**config.mk**
```make
export PLATFORM = sky130hd
export DESIGN_NAME = pll_lock_filter_flat
export DESIGN_NICKNAME = d
export VERILOG_FILES = /design/src/rtl/pll_lock_filter_if.sv /design/src/rtl/pll_lock_filter.sv /design/src/flat_wrapper.sv
export SDC_FILE = /design/constraint.sdc
export NUM_CORES = 1
export LEC_CHECK = 0
export CAP_MARGIN = 20
export CORE_MARGIN = 1.5
export CORE_UTILIZATION = 45
export DETAILED_ROUTE_END_ITERATION = 16
export PLACE_DENSITY = 0.73
export SYNTH_ARGS = -nofsm -noshare
export SYNTH_HDL_FRONTEND = slang
export SYNTH_SLANG_ARGS = --single-unit
```
**constraint.sdc**
```tcl
create_clock -name clk_i -period 1.8 [get_ports clk_i]
set_input_delay 0.36 -clock clk_i [delete_from_list [all_inputs] [get_ports clk_i]]
set_output_delay 0.36 -clock clk_i [all_outputs]
set_load 0.05 [all_outputs]
```
**src/rtl/pll_lock_filter_if.sv**
```systemverilog
// Lock filter signal bundle: raw lock and controls in, qualified lock and
// loss-of-lock debug status out.
interface pll_lock_filter_if #(
  parameter int LOSS_CNT_W = 8
);
  logic                  lock_raw_i;
  logic                  testmode_i;
  logic                  clr_i;
  logic                  lock_o;
  logic                  lost_o;
  logic [LOSS_CNT_W-1:0] loss_cnt_o;
  logic [1:0]            state_o;

  // Driver side (clock/reset generator or bench)
  modport master (
    output lock_raw_i, testmode_i, clr_i,
    input  lock_o, lost_o, loss_cnt_o, state_o
  );

  // Filter side
  modport slave (
    input  lock_raw_i, testmode_i, clr_i,
    output lock_o, lost_o, loss_cnt_o, state_o
  );
endinterface

```
**src/rtl/pll_lock_filter.sv**
```systemverilog
// PLL lock qualifier: synchronizes the raw lock, requires a settling period
// before asserting lock, rides through short dropouts and records genuine
// loss-of-lock events in a sticky flag plus a saturating counter.
module pll_lock_filter #(
  parameter int LOCK_WAIT  = 16,
  parameter int GLITCH_TOL = 4,
  parameter int LOSS_CNT_W = 8
) (
  input  logic           clk_i,
  input  logic           rstn_i,
  pll_lock_filter_if.slave bus
);
  localparam int CMAX    = (LOCK_WAIT > GLITCH_TOL) ? LOCK_WAIT : GLITCH_TOL;
  localparam int CW      = (CMAX < 2) ? 1 : $clog2(CMAX + 1);
  localparam int GT_LAST = (GLITCH_TOL > 0) ? GLITCH_TOL - 1 : 0;

  typedef enum logic [1:0] {
    UNLOCKED = 2'd0,
    SETTLING = 2'd1,
    LOCKED   = 2'd2,
    HOLD     = 2'd3
  } state_t;

  state_t                state_q, state_n;
  logic [CW-1:0]         cnt_q, cnt_n;
  logic [1:0]            sync_q;
  logic                  lock_s;
  logic                  loss_ev;
  logic                  lost_q;
  logic [LOSS_CNT_W-1:0] loss_cnt_q;
  logic [LOSS_CNT_W-1:0] loss_base;

  assign lock_s = sync_q[1];

  // Two-flop synchronizer for the asynchronous raw lock
  always_ff @(posedge clk_i or negedge rstn_i) begin
    if (!rstn_i) sync_q <= '0;
    else         sync_q <= {sync_q[0], bus.lock_raw_i};
  end

  // FSM state and shared settle/glitch counter
  always_ff @(posedge clk_i or negedge rstn_i) begin
    if (!rstn_i) begin
      state_q <= UNLOCKED;
      cnt_q   <= '0;
    end else begin
      state_q <= state_n;
      cnt_q   <= cnt_n;
    end
  end

  // Next-state logic; loss_ev flags a confirmed loss of lock
  always_comb begin
    state_n = state_q;
    cnt_n   = cnt_q;
    loss_ev = 1'b0;
    unique case (state_q)
      UNLOCKED: if (lock_s) begin
        state_n = SETTLING;
        cnt_n   = '0;
      end
      SETTLING: begin
        if (!lock_s)                             state_n = UNLOCKED;
        else if (cnt_q == CW'(LOCK_WAIT - 1))    state_n = LOCKED;
        else                                     cnt_n   = cnt_q + 1'b1;
      end
      LOCKED: if (!lock_s) begin
        cnt_n = '0;
        if (GLITCH_TOL == 0) begin
          state_n = UNLOCKED;
          loss_ev = 1'b1;
        end else begin
          state_n = HOLD;
        end
      end
      HOLD: begin
        if (lock_s)                              state_n = LOCKED;
        else if (cnt_q == CW'(GT_LAST)) begin
          state_n = UNLOCKED;
          loss_ev = 1'b1;
        end else                                 cnt_n   = cnt_q + 1'b1;
      end
      default: state_n = UNLOCKED;
    endcase
  end

  // Clear applies first so a coincident loss event still counts as one
  assign loss_base = bus.clr_i ? '0 : loss_cnt_q;

  // Sticky loss flag and saturating loss counter
  always_ff @(posedge clk_i or negedge rstn_i) begin
    if (!rstn_i) begin
      lost_q     <= 1'b0;
      loss_cnt_q <= '0;
    end else if (loss_ev) begin
      lost_q     <= 1'b1;
      loss_cnt_q <= (&loss_base) ? loss_base : loss_base + 1'b1;
    end else if (bus.clr_i) begin
      lost_q     <= 1'b0;
      loss_cnt_q <= '0;
    end
  end

  // Lock decoded from state flops; testmode is the only combinational path
  assign bus.lock_o     = bus.testmode_i | (state_q == LOCKED) | (state_q == HOLD);
  assign bus.lost_o     = lost_q;
  assign bus.loss_cnt_o = loss_cnt_q;
  assign bus.state_o    = state_q;
endmodule

```
**src/flat_wrapper.sv**
```systemverilog
// flat-port wrapper written by rule: the top's interface ports become plain ports
module pll_lock_filter_flat 
#(
  parameter int LOCK_WAIT  = 16,
  parameter int GLITCH_TOL = 4,
  parameter int LOSS_CNT_W = 8
)
  (clk_i, rstn_i, bus_lock_raw_i, bus_testmode_i, bus_clr_i, bus_lock_o, bus_lost_o, bus_loss_cnt_o, bus_state_o);
  pll_lock_filter_if #(.LOSS_CNT_W(LOSS_CNT_W)) bus_i ();
  input  logic clk_i;
  input  logic rstn_i;
  input wire logic [$bits(bus_i.lock_raw_i)-1:0] bus_lock_raw_i;
  input wire logic [$bits(bus_i.testmode_i)-1:0] bus_testmode_i;
  input wire logic [$bits(bus_i.clr_i)-1:0] bus_clr_i;
  output wire logic [$bits(bus_i.lock_o)-1:0] bus_lock_o;
  output wire logic [$bits(bus_i.lost_o)-1:0] bus_lost_o;
  output wire logic [$bits(bus_i.loss_cnt_o)-1:0] bus_loss_cnt_o;
  output wire logic [$bits(bus_i.state_o)-1:0] bus_state_o;
  assign bus_i.lock_raw_i = bus_lock_raw_i;
  assign bus_i.testmode_i = bus_testmode_i;
  assign bus_i.clr_i = bus_clr_i;
  assign bus_lock_o = bus_i.lock_o;
  assign bus_lost_o = bus_i.lost_o;
  assign bus_loss_cnt_o = bus_i.loss_cnt_o;
  assign bus_state_o = bus_i.state_o;
  pll_lock_filter #(.LOCK_WAIT(LOCK_WAIT), .GLITCH_TOL(GLITCH_TOL), .LOSS_CNT_W(LOSS_CNT_W)) u_core (.clk_i(clk_i), .rstn_i(rstn_i), .bus(bus_i));
endmodule
```
Word level (Yosys, flattened, before mapping)
Index checks and enable logic that the tools add are counted.

operators by class
  $add $sub $neg = 2
  multiply operators = 0
  div/mod/pow operators = 0
  order comparisons = 0
  equal/unequal tests = 13
  shifts and indexed selects = 0
  mux-type cells = 22
  bitwise gates (word level) = 2
  reductions and logical operators = 5

operator list
  kind                                                   number
  two-way mux 5 bit                                      6
  two-way mux 8 bit                                      3
  one-hot mux 5 bit (4 select lines)                     1
  two-way mux 2 bit                                      6
  adder 8 x 1 -> 8 bit, second input constant            1
  inequality test 2 bit, second input constant           4
  one-hot mux 2 bit (4 select lines)                     1
  AND reduction 8 bit                                    1
  AND reduction 6 bit                                    1
  adder 5 x 1 -> 5 bit, second input constant            1
  equality test 5 x 2 -> 1 bit, second input constant    1
  equality test 5 x 4 -> 1 bit, second input constant    1
  two-way mux 1 bit                                      5
  equality test 2 bit, second input constant             2
  inequality test 2 x 1 -> 1 bit, second input constant  2
  AND reduction 4 bit                                    1
  inequality test 3 x 1 -> 1 bit, second input constant  1
  inequality test 3 bit, second input constant           1
  equality test 2 x 1 -> 1 bit, second input constant    1
  zero test 2 bit                                        1
  bitwise OR 1 bit                                       2
  nonzero test 2 bit                                     1

word-level totals
  bits in registers = 18
  latch bits = 0
  memory bits (writable) = 0
  bits in read-only memories = 0
  input port bits = 5
  output and inout port bits = 12
  word-level logic and storage cells = 49
  memories = 0

Depth between registers and ports, before layout
Gate-level depths: netlist (run 1).

  depth after elaboration = 5
  gate-level depth with buffers = 8
  gate-level depth less buffers = 8

Least setup slack after synthesis (run 1)
No wires, ideal clock.

  path kind = reg2reg
  start = register with a tool-made name
  end = register u_core.loss_cnt_q[1] (netlist: u_core.bus.loss_cnt_o[1])
  library setup time = 0.078 ns
  arrival time = 1.756 ns
  data required time = 1.722 ns
  slack = -0.034 ns
  cell stages (with the launch flop) = 5
  buffers on the path = 0
  period minus slack after synthesis = 1.834 ns
  cell sequence = dfrtp_1 -> nor4b_4 -> nand2_2 -> or4_1 -> a21oi_1

RTL lines
  item                    line                   RTL
  end signal: assignment  pll_lock_filter.sv:97  loss_cnt_q <= (&loss_base) ? loss_base : loss_base + 1'b1;
  end: declaration        pll_lock_filter.sv:30  logic [LOSS_CNT_W-1:0] loss_cnt_q;

Final worst setup path (run 1)
  start = register u_core.cnt_q[0]
  end = register u_core.cnt_q[3]

on the way
  longest elaborated chain between the ends = 4
  elaborated cells between the ends (all ways) = 11
  classes of those cells = add/sub: 1; eq/ne: 4; mux: 5; reduce/logical: 1

RTL lines
  item                                  line                                          RTL
  start: declaration                    pll_lock_filter.sv:25                         logic [CW-1:0] cnt_q, cnt_n;
  start signal: assignment              pll_lock_filter.sv:48                         cnt_q <= cnt_n;
  adder 5 x 1 -> 5 bit                  pll_lock_filter.sv:65, pll_lock_filter.sv:81
  two-way mux 5 bit (on tied branches)  pll_lock_filter.sv:78, pll_lock_filter.sv:64
  two-way mux 5 bit (on tied branches)  pll_lock_filter.sv:77, pll_lock_filter.sv:63
  one-hot mux 5 bit (4 select lines)    pll_lock_filter.sv:57                         unique case (state_q)

Several ways; a longest one is shown, not always the timed one. The select of a mux whose other input is x is not followed.
A chain may end at the register's enable or synchronous reset.

==> results by group, run 1 <==
Power and ir drop
  – Power, Total: between 0.0009 and 0.001 W
  – Comb pwr share: 0.290
  – Internal power: 0.0006591 W
  – Peak supply drop: 0.0005786 V
  – Static leakage: 0.5465 nW
  – Sw Share: 0.3400
  – PwrDens: 848.2 mW/mm2
  – Power share of the clock group: 0.205
  – Sequential fraction of design power: 0.505
  – Switch Pwr: 0.0003395 W

STA
  – Min Tclk post-route: 1.692 ns
  – Slew headroom: 0.7117
  – Fmax: just under 600 MHz
  – Period utilization: 0.9402
  – Setup ws final: 0.1076 ns
  – Final Hold Viols: 0
  – Max Transition Viols Final: 0
  – RSZ-0062 raised after global routing: no
  – Slew @ Worst Pin: 0.4285 ns
  – Setup violators final: 0
  – Final hold slack: 0.3570 ns
  – Setup Skew: between 0.007 and 0.008 ns
  – Setup TNS Final: 0 ns

Place
  – Hpwl dp: about 1300 um
  – GPL Wtd Cong: 0.8270
  – Port Buffer Count: 16
  – Dpl ws: between 0.05 and 0.06 ns

Global routing
  – All-Layer GR Usage: 0.1627
  – Total congestion overflow: 0
  – M1 GR Usage: 0.2358
  – Vias in the first global route: 716
  – Initial antenna violation count: 0
  – M2 GR Usage: 0.2523
  – Busiest grt layer: met2
  – Met3 Track Usage GR: 0.03086
  – Largest net degree at the start of global routing: 19
  – First-pass GRT wire length: 3098 um

Floorplan
  – Die ar.: roughly 0.0023 mm2
  – Horiz. Die Dim: approximately 48 um
  – Row Count: 16
  – Top Ports: 17
  – Die H: 48.36 um
  – Core Footprint: slightly below 0.002 mm2
  – Initial Util: 0.4768

Yosys
  – Synth cell types: 35
  – Yosys Warn Count: 0
  – Post-synthesis net count: 100
  – Cell Area, Synth: 925.9 um2
  – Syn Area/Cell: 9.956 um2
  – Yosys reg bits: 18
  – Ys async rst share: 1.000
  – Mapped Cells: between 90 and 100
  – Post-synth EDFFs: 0
  – Most frequently used flop master after synthesis: dfrtp_1
  – Post-synthesis sequential area ratio: 0.4865

Worst setup path
  – Worst setup SP type: flop
  – Reg2Reg Depth: 7
  – R2R setup slack: 0.11 ns
  – Reg2reg start: u_core.cnt_q[0]$_DFFE_PN0P_
  – Reg-to-Reg End: u_core.cnt_q[3]$_DFFE_PN0P_
  – Worst-path fanout max: 4
  – CP arrival: 1.86 ns
  – Worst EP required: 1.96 ns
  – Largest stage delay, worst path: 0.41 ns
  – Critical path capture point type: flop
  – Crit-path cells: ha_2, and3_2, ha_1, nand3_1, nand2_2, o31a_1, a2bb2oi_1
  – Critical path's slowest cell: dfrtp_1
  – Crit Path Class: flop to flop

Drt
  – DR pass1 iterations: 4
  – Avg WL per Cell: 12.39 um
  – Initial drt markers: 7
  – Drt via density: about 5.3
  – Via count: 769
  – Routed Antenna Nets: 0
  – Routed wire length: approximately 1800 um
  – DRC Markers: 0

Final layout
  – Layout area overhead: 27.16%
  – Nets: 126
  – Filler cell count: between 150 and 200
  – Share of layout cells above drive strength 1: 0.3051
  – Area of the multi-input gates: 455.4 um2
  – Ant diodes: 0
  – Reg area: ~450 um2

Job
  – Max Cap Viol: 0

Outcome
  – Status: completed

CTS
  – Clk slew on worst S/H paths: 0.10 ns
  – H-tree levels: 1
  – Worst-skew pair later-pin latency: just under 0.3 ns
  – CTS Buf Count: 3
  – Total clock sinks: 18
  – Hold Buf Count CTS: 0
  – TritonCTS clock tree: built
  – Root Buffer: clkbuf_4
  – Max Root-Sink Buffers: 2

Hold path
  – Hold Path Stages: 0
  – Worst Hold Path EP: u_core.sync_q[1]$_DFF_PN0_
  – Min-delay src: u_core.sync_q[0]$_DFF_PN0_
  – Worst min path class: flop to flop
==> metrics by stage <==
stage / area (um2) / cells / utilization
2_1_floorplan: 927.1 / 93 / -
3_3_place_gp: 1121 / 140 / 0.5773
3_5_place_dp: 1121 / 140 / 0.5773
4_1_cts: 1147 / 144 / 0.5909
5_1_grt: 1177 / 145 / 0.6063
6_report: 1177 / 145 / 0.6063
==> cells by family after synthesis <==
group	after synthesis	share of synthesized area
compound gates	21	0.1392
simple gates	39	0.2608
xor+xnor	1	0.009461
flops	18	0.4865
fa+ha+maj	2	0.02702
mux	3	0.03243
buf+inv	9	0.04460
==> critical path, delay by kind of cell (launching register included) <==
family,cells,cell delay [ns]
adder cells (fa/ha/maj),2,0.39
flip-flops,1,0.41
AND/OR/NAND/NOR,3,0.33
AO/OA/AOI/OAI,2,0.44
==> registers in the layout (all words and copies together), names as in the netlist, named ones only <==
name and flops:
u_core.bus.loss_cnt_o 8, u_core.sync_q 2, u_core.bus.lost_o 1, u_core.cnt_q 5
u_core.bus.state_o 1
==> cells in the final DEF, fill, tap and decap left out, drive strengths merged, types with 2 or more instances in the layout <==
cell           synthesis  final
or2                    2      2
mux2i                  3      3
ha                     2      2
dfrtp                 18     18
o31ai                  3      3
clkbuf                 1      4
inv                    7      7
nand3                  4      4
nor4                   5      5
clkdlybuf4s50          0      4
nor2                   6      6
nand2b                 2      2
nor3                   4      4
buf                    1     19
nand2                  4      4
nor4b                  2      2
and3                   4      4
a21oi                  6      6
o21ai                  6      6
==> power groups by stage <==
stage          Combinational (W)  Sequential [W]  Clock, W
2_1_floorplan           0.000129        0.000549         0
3_3_place_gp            0.000248        0.000511         0
3_5_place_dp            0.000254        0.000513         0
4_1_cts                 0.000255        0.000504  0.000216
5_1_grt                 0.000319        0.000510  0.000233
6_report                0.000290        0.000504  0.000205
==> synthesized netlist by cell type (all sizes together) (3+ instances only) <==
library cell / number / area share
inv: 7 / 0.028
and3: 4 / 0.028
nand2: 4 / 0.019
dfrtp: 18 / 0.49
o21ai: 6 / 0.032
nor2: 6 / 0.024
o31ai: 3 / 0.024
a21oi: 6 / 0.032
nand3: 4 / 0.022
mux2i: 3 / 0.032
nor4: 5 / 0.034
nor3: 4 / 0.022
==> routing by layer <==
layer	vias to the layer above	routed length, um
met2	16	838
met4	0	13
li1	394	-
met3	2	77
met5	-	0
met1	357	867
==> area by class of cell <==
cell class,instances,area share
Clock buffer,4,0.02232
Inverter,7,0.02232
Multi-Input combinational cell,66,0.3868
Sequential cell,18,0.3847
Tap cell,27,0.02869
Timing Repair Buffer,23,0.1552
==> how the worst max path moves through the flow <==
stage                                     start                           to  slack (ns)  cells past startpoint
floorplan           u_core.cnt_q[0]$_DFFE_PN0P_  u_core.cnt_q[3]$_DFFE_PN0P_        0.08                      7
global placement    u_core.cnt_q[0]$_DFFE_PN0P_  u_core.cnt_q[4]$_DFFE_PN0P_        0.10                      8
detailed placement  u_core.cnt_q[0]$_DFFE_PN0P_  u_core.cnt_q[4]$_DFFE_PN0P_        0.05                      8
CTS                 u_core.cnt_q[0]$_DFFE_PN0P_  u_core.cnt_q[4]$_DFFE_PN0P_        0.03                      8
global route        u_core.cnt_q[1]$_DFFE_PN0P_  u_core.cnt_q[3]$_DFFE_PN0P_       0.001                      7
finish              u_core.cnt_q[0]$_DFFE_PN0P_  u_core.cnt_q[3]$_DFFE_PN0P_        0.11                      7
==> repair_timing <==
action,CTS,global route
endpoints found under the setup margin,0,7
resized for setup,0,10
buffers inserted,0,1
No activity file was read; power rests on OpenSTA's default activity.
==> run 2, diff against run 1 <==
Settings changed: ABC_AREA set to 1, PLACE_DENSITY 0.73 to not set, PLACE_DENSITY_LB_ADDON set to 0.12, SKIP_CTS_REPAIR_TIMING set to 1.
==> run 2 against run 1 <==
  * Non-clock buffer count is 6 lower
  * Sequential power is 8.1% higher
  * Global-route usage is 1.5 points higher
  * Setup slack better by 0.018 ns
  * Clock-buffer cell count stayed put
  * First-iteration DRC count is 130% higher
  * Register-to-register slack better by 0.03 ns
  * Critical path type is now flop to output pin
==> results by group, run 2 <==
Final layout
  – Commonest non-fill, non-tap cells in the layout: nand2_1, dfrtp_1, nand3_1, inv_1, buf_4
  – Reg area: 450.4 um2
  – Nets: 175
  – Layout area overhead: 19.24%
  – Share of layout cells above drive strength 1: 0.2395
  – Ant diodes: 0
  – Fin cells: 195
  – Area of the multi-input gates: ~550 um2
  – Max reg flops: 8
  – Filler cell count: about 220
  – Commonest non-fill, non-tap cell in the layout: nand2_1

Place
  – Inst Count DP: 191
  – Port Buffer Count: 16
  – Hpwl dp: 1619 um
  – GPL Wtd Cong: 0.8348

CTS
  – CTS Buf Count: 3
  – Total clock sinks: 18
  – Max Root-Sink Buffers: 2
  – Worst-skew pair later-pin latency: between 0.2 and 0.3 ns
  – Root Buffer: clkbuf_4
  – Clk slew on worst S/H paths: 0.10 ns
  – H-tree levels: 1
  – TritonCTS clock tree: built

Floorplan
  – Row Count: 17
  – Initial Util: 0.4817
  – Die H: 52.13 um
  – Die ar.: 0.002717 mm2
  – Horiz. Die Dim: between 50 and 60 um
  – Core Footprint: 0.002255 mm2
  – Top Ports: 17

Worst setup path
  – Crit-path cells: or2_2, buf_4
  – Crit Path Class: flop to output pin
  – Largest stage delay, worst path: 0.49 ns
  – Critical path capture point type: output pin
  – Delay-heaviest family, CP: flip-flops
  – Worst-path fanout max: 6
  – Critical path's slowest cell: dfrtp_1
  – Worst setup SP type: flop
  – Worst EP required: 1.44 ns
  – CP arrival: 1.31 ns
  – Buffers and inverters on the worst path: 1

Drt
  – Initial drt markers: 16
  – Routed Antenna Nets: 0
  – Avg WL per Cell: 10.66 um
  – DRC Markers: 0
  – Routed wire length: 2079 um
  – Drt via density: just under 5
  – Via count: 950
  – DR pass1 iterations: 4

Yosys
  – Ys async rst share: 1.000
  – Yosys Warn Count: 0
  – Most frequently used flop master after synthesis: dfrtp_1
  – Synth cell types: 24
  – Synth top area share: 0.4147
  – Post-synthesis sequential area ratio: 0.4147
  – Synth top cells by count: nand2_1, dfrtp_1, nand3_1, inv_1, nor2_1
  – Cell Area, Synth: 0.001086 mm2
  – Post-synthesis net count: 153
  – Mapped Cells: roughly 150
  – Most frequent cell after synthesis: nand2_1
  – Syn Area/Cell: 7.439 um2
  – Yosys reg bits: 18
  – Post-synth top area cell: dfrtp_1
  – Post-synth EDFFs: 0
  – Synth top area cells: dfrtp_1, nand2_1, nand3_1, inv_1, nand2_2

Global routing
  – Vias in the first global route: approximately 840
  – Total congestion overflow: 0
  – Initial antenna violation count: 0
  – Largest net degree at the start of global routing: 19
  – First-pass GRT wire length: 3594 um
  – All-Layer GR Usage: 0.1774

STA
  – Max Transition Viols Final: 0
  – Fmax: between 500 and 600 MHz
  – Final Hold Viols: 0
  – Setup violators final: 0
  – Setup Skew: 0.003348 ns
  – Min Tclk post-route: 1.674 ns
  – RSZ-0062 raised after global routing: no
  – Setup TNS Final: 0 ns
  – Period utilization: 0.9301
  – Final hold slack: 0.3587 ns
  – Slew headroom: 0.7832
  – Slew @ Worst Pin: 0.3225 ns

Hold path
  – Worst min path class: flop to flop

Power and ir drop
  – PwrDens: 997.7 mW/mm2
  – Static leakage: 0.6778 nW
  – Peak supply drop: 0.0007107 V

Job
  – Max Cap Viol: 0

Outcome
  – Status: completed
[run 2: cell types whose count changed after synthesis, moves of 5 or more]
cell / before / now
nand3_1: 4 / 15
a21oi_1: 6 / 0
inv_1: 7 / 14
nand2_1: 3 / 52
nand2_2: 1 / 6
nor4_1: 5 / 0
[run 2: area by class of cell]
class	count	share of cell area
timing repair buffer	17	0.1063
sequential	18	0.3478
tap	28	0.02705
multi-input combinational	107	0.4242
inverter	21	0.06667
clock buffer	4	0.02802
[run 2: final timing paths]
kind	startpoint	to	slack [ns]	cells after the start
min reg2reg	u_core.sync_q[0]$_DFF_PN0_	u_core.sync_q[1]$_DFF_PN0_	0.36	0
max in group asynchronous	rstn_i	u_core.bus.loss_cnt_o[5]$_DFF_PN0_	1.22	2
min in group asynchronous	rstn_i	u_core.cnt_q[4]$_DFFE_PN0P_	0.39	2
max reg2reg	u_core.cnt_q[0]$_DFFE_PN0P_	u_core.cnt_q[2]$_DFFE_PN0P_	0.14	10
min	u_core.sync_q[0]$_DFF_PN0_	u_core.sync_q[1]$_DFF_PN0_	0.36	0
max	flop	bus_lock_o	0.13	2
[run 2: cell families after synthesis]
family	count (synthesis)	synth area share
DFF	18	0.4147
xor gates and xnor gates	2	0.01613
and+or+nand+nor	94	0.4125
buffers and inverters	21	0.07949
adders and majority gates	2	0.02304
AOI/OAI and AO/OA	9	0.05415
[run 2: metrics by stage]
step           total power (W)    util  worst slack, ns  cell area [um2]
2_1_floorplan        0.0009230       -           0.2835             1086
3_3_place_gp          0.001042  0.5583           0.1009             1259
3_5_place_dp          0.001057  0.5583          0.05766             1259
4_1_cts               0.001309  0.5744           0.1132             1295
5_1_grt               0.001385  0.5744          0.01068             1295
6_report              0.001292  0.5744           0.1258             1295
[run 2: power breakdown]
part	leakage, nW	internal [W]	total [W]	switching [W]
logic	0.416	0.000160	0.000503	0.000343
registers	0.241	0.000460	0.000545	0.0000859
clock network	0.0210	0.000123	0.000244	0.000120
[run 2: routing by layer]
layer	part of all wire	vias to the layer above	wire length [um]	track usage
met4	0	0	0	0.02632
li1	-	498	-	-
met2	0.44	27	921	0.2722
met1	0.50	425	1032	0.2464
met3	0.060	0	125	0.06034
met5	0	-	0	0
[run 2: worst reg2reg max path: stages (launching register included)]
cell	delay, ns
dfrtp_1	0.42
ha_1	0.25
nand2_1	0.09
nor2_1	0.05
ha_1	0.20
o21ai_1	0.17
inv_2	0.06
o21ai_4	0.10
nand2_4	0.11
nand2_1	0.07
nand2_1	0.04
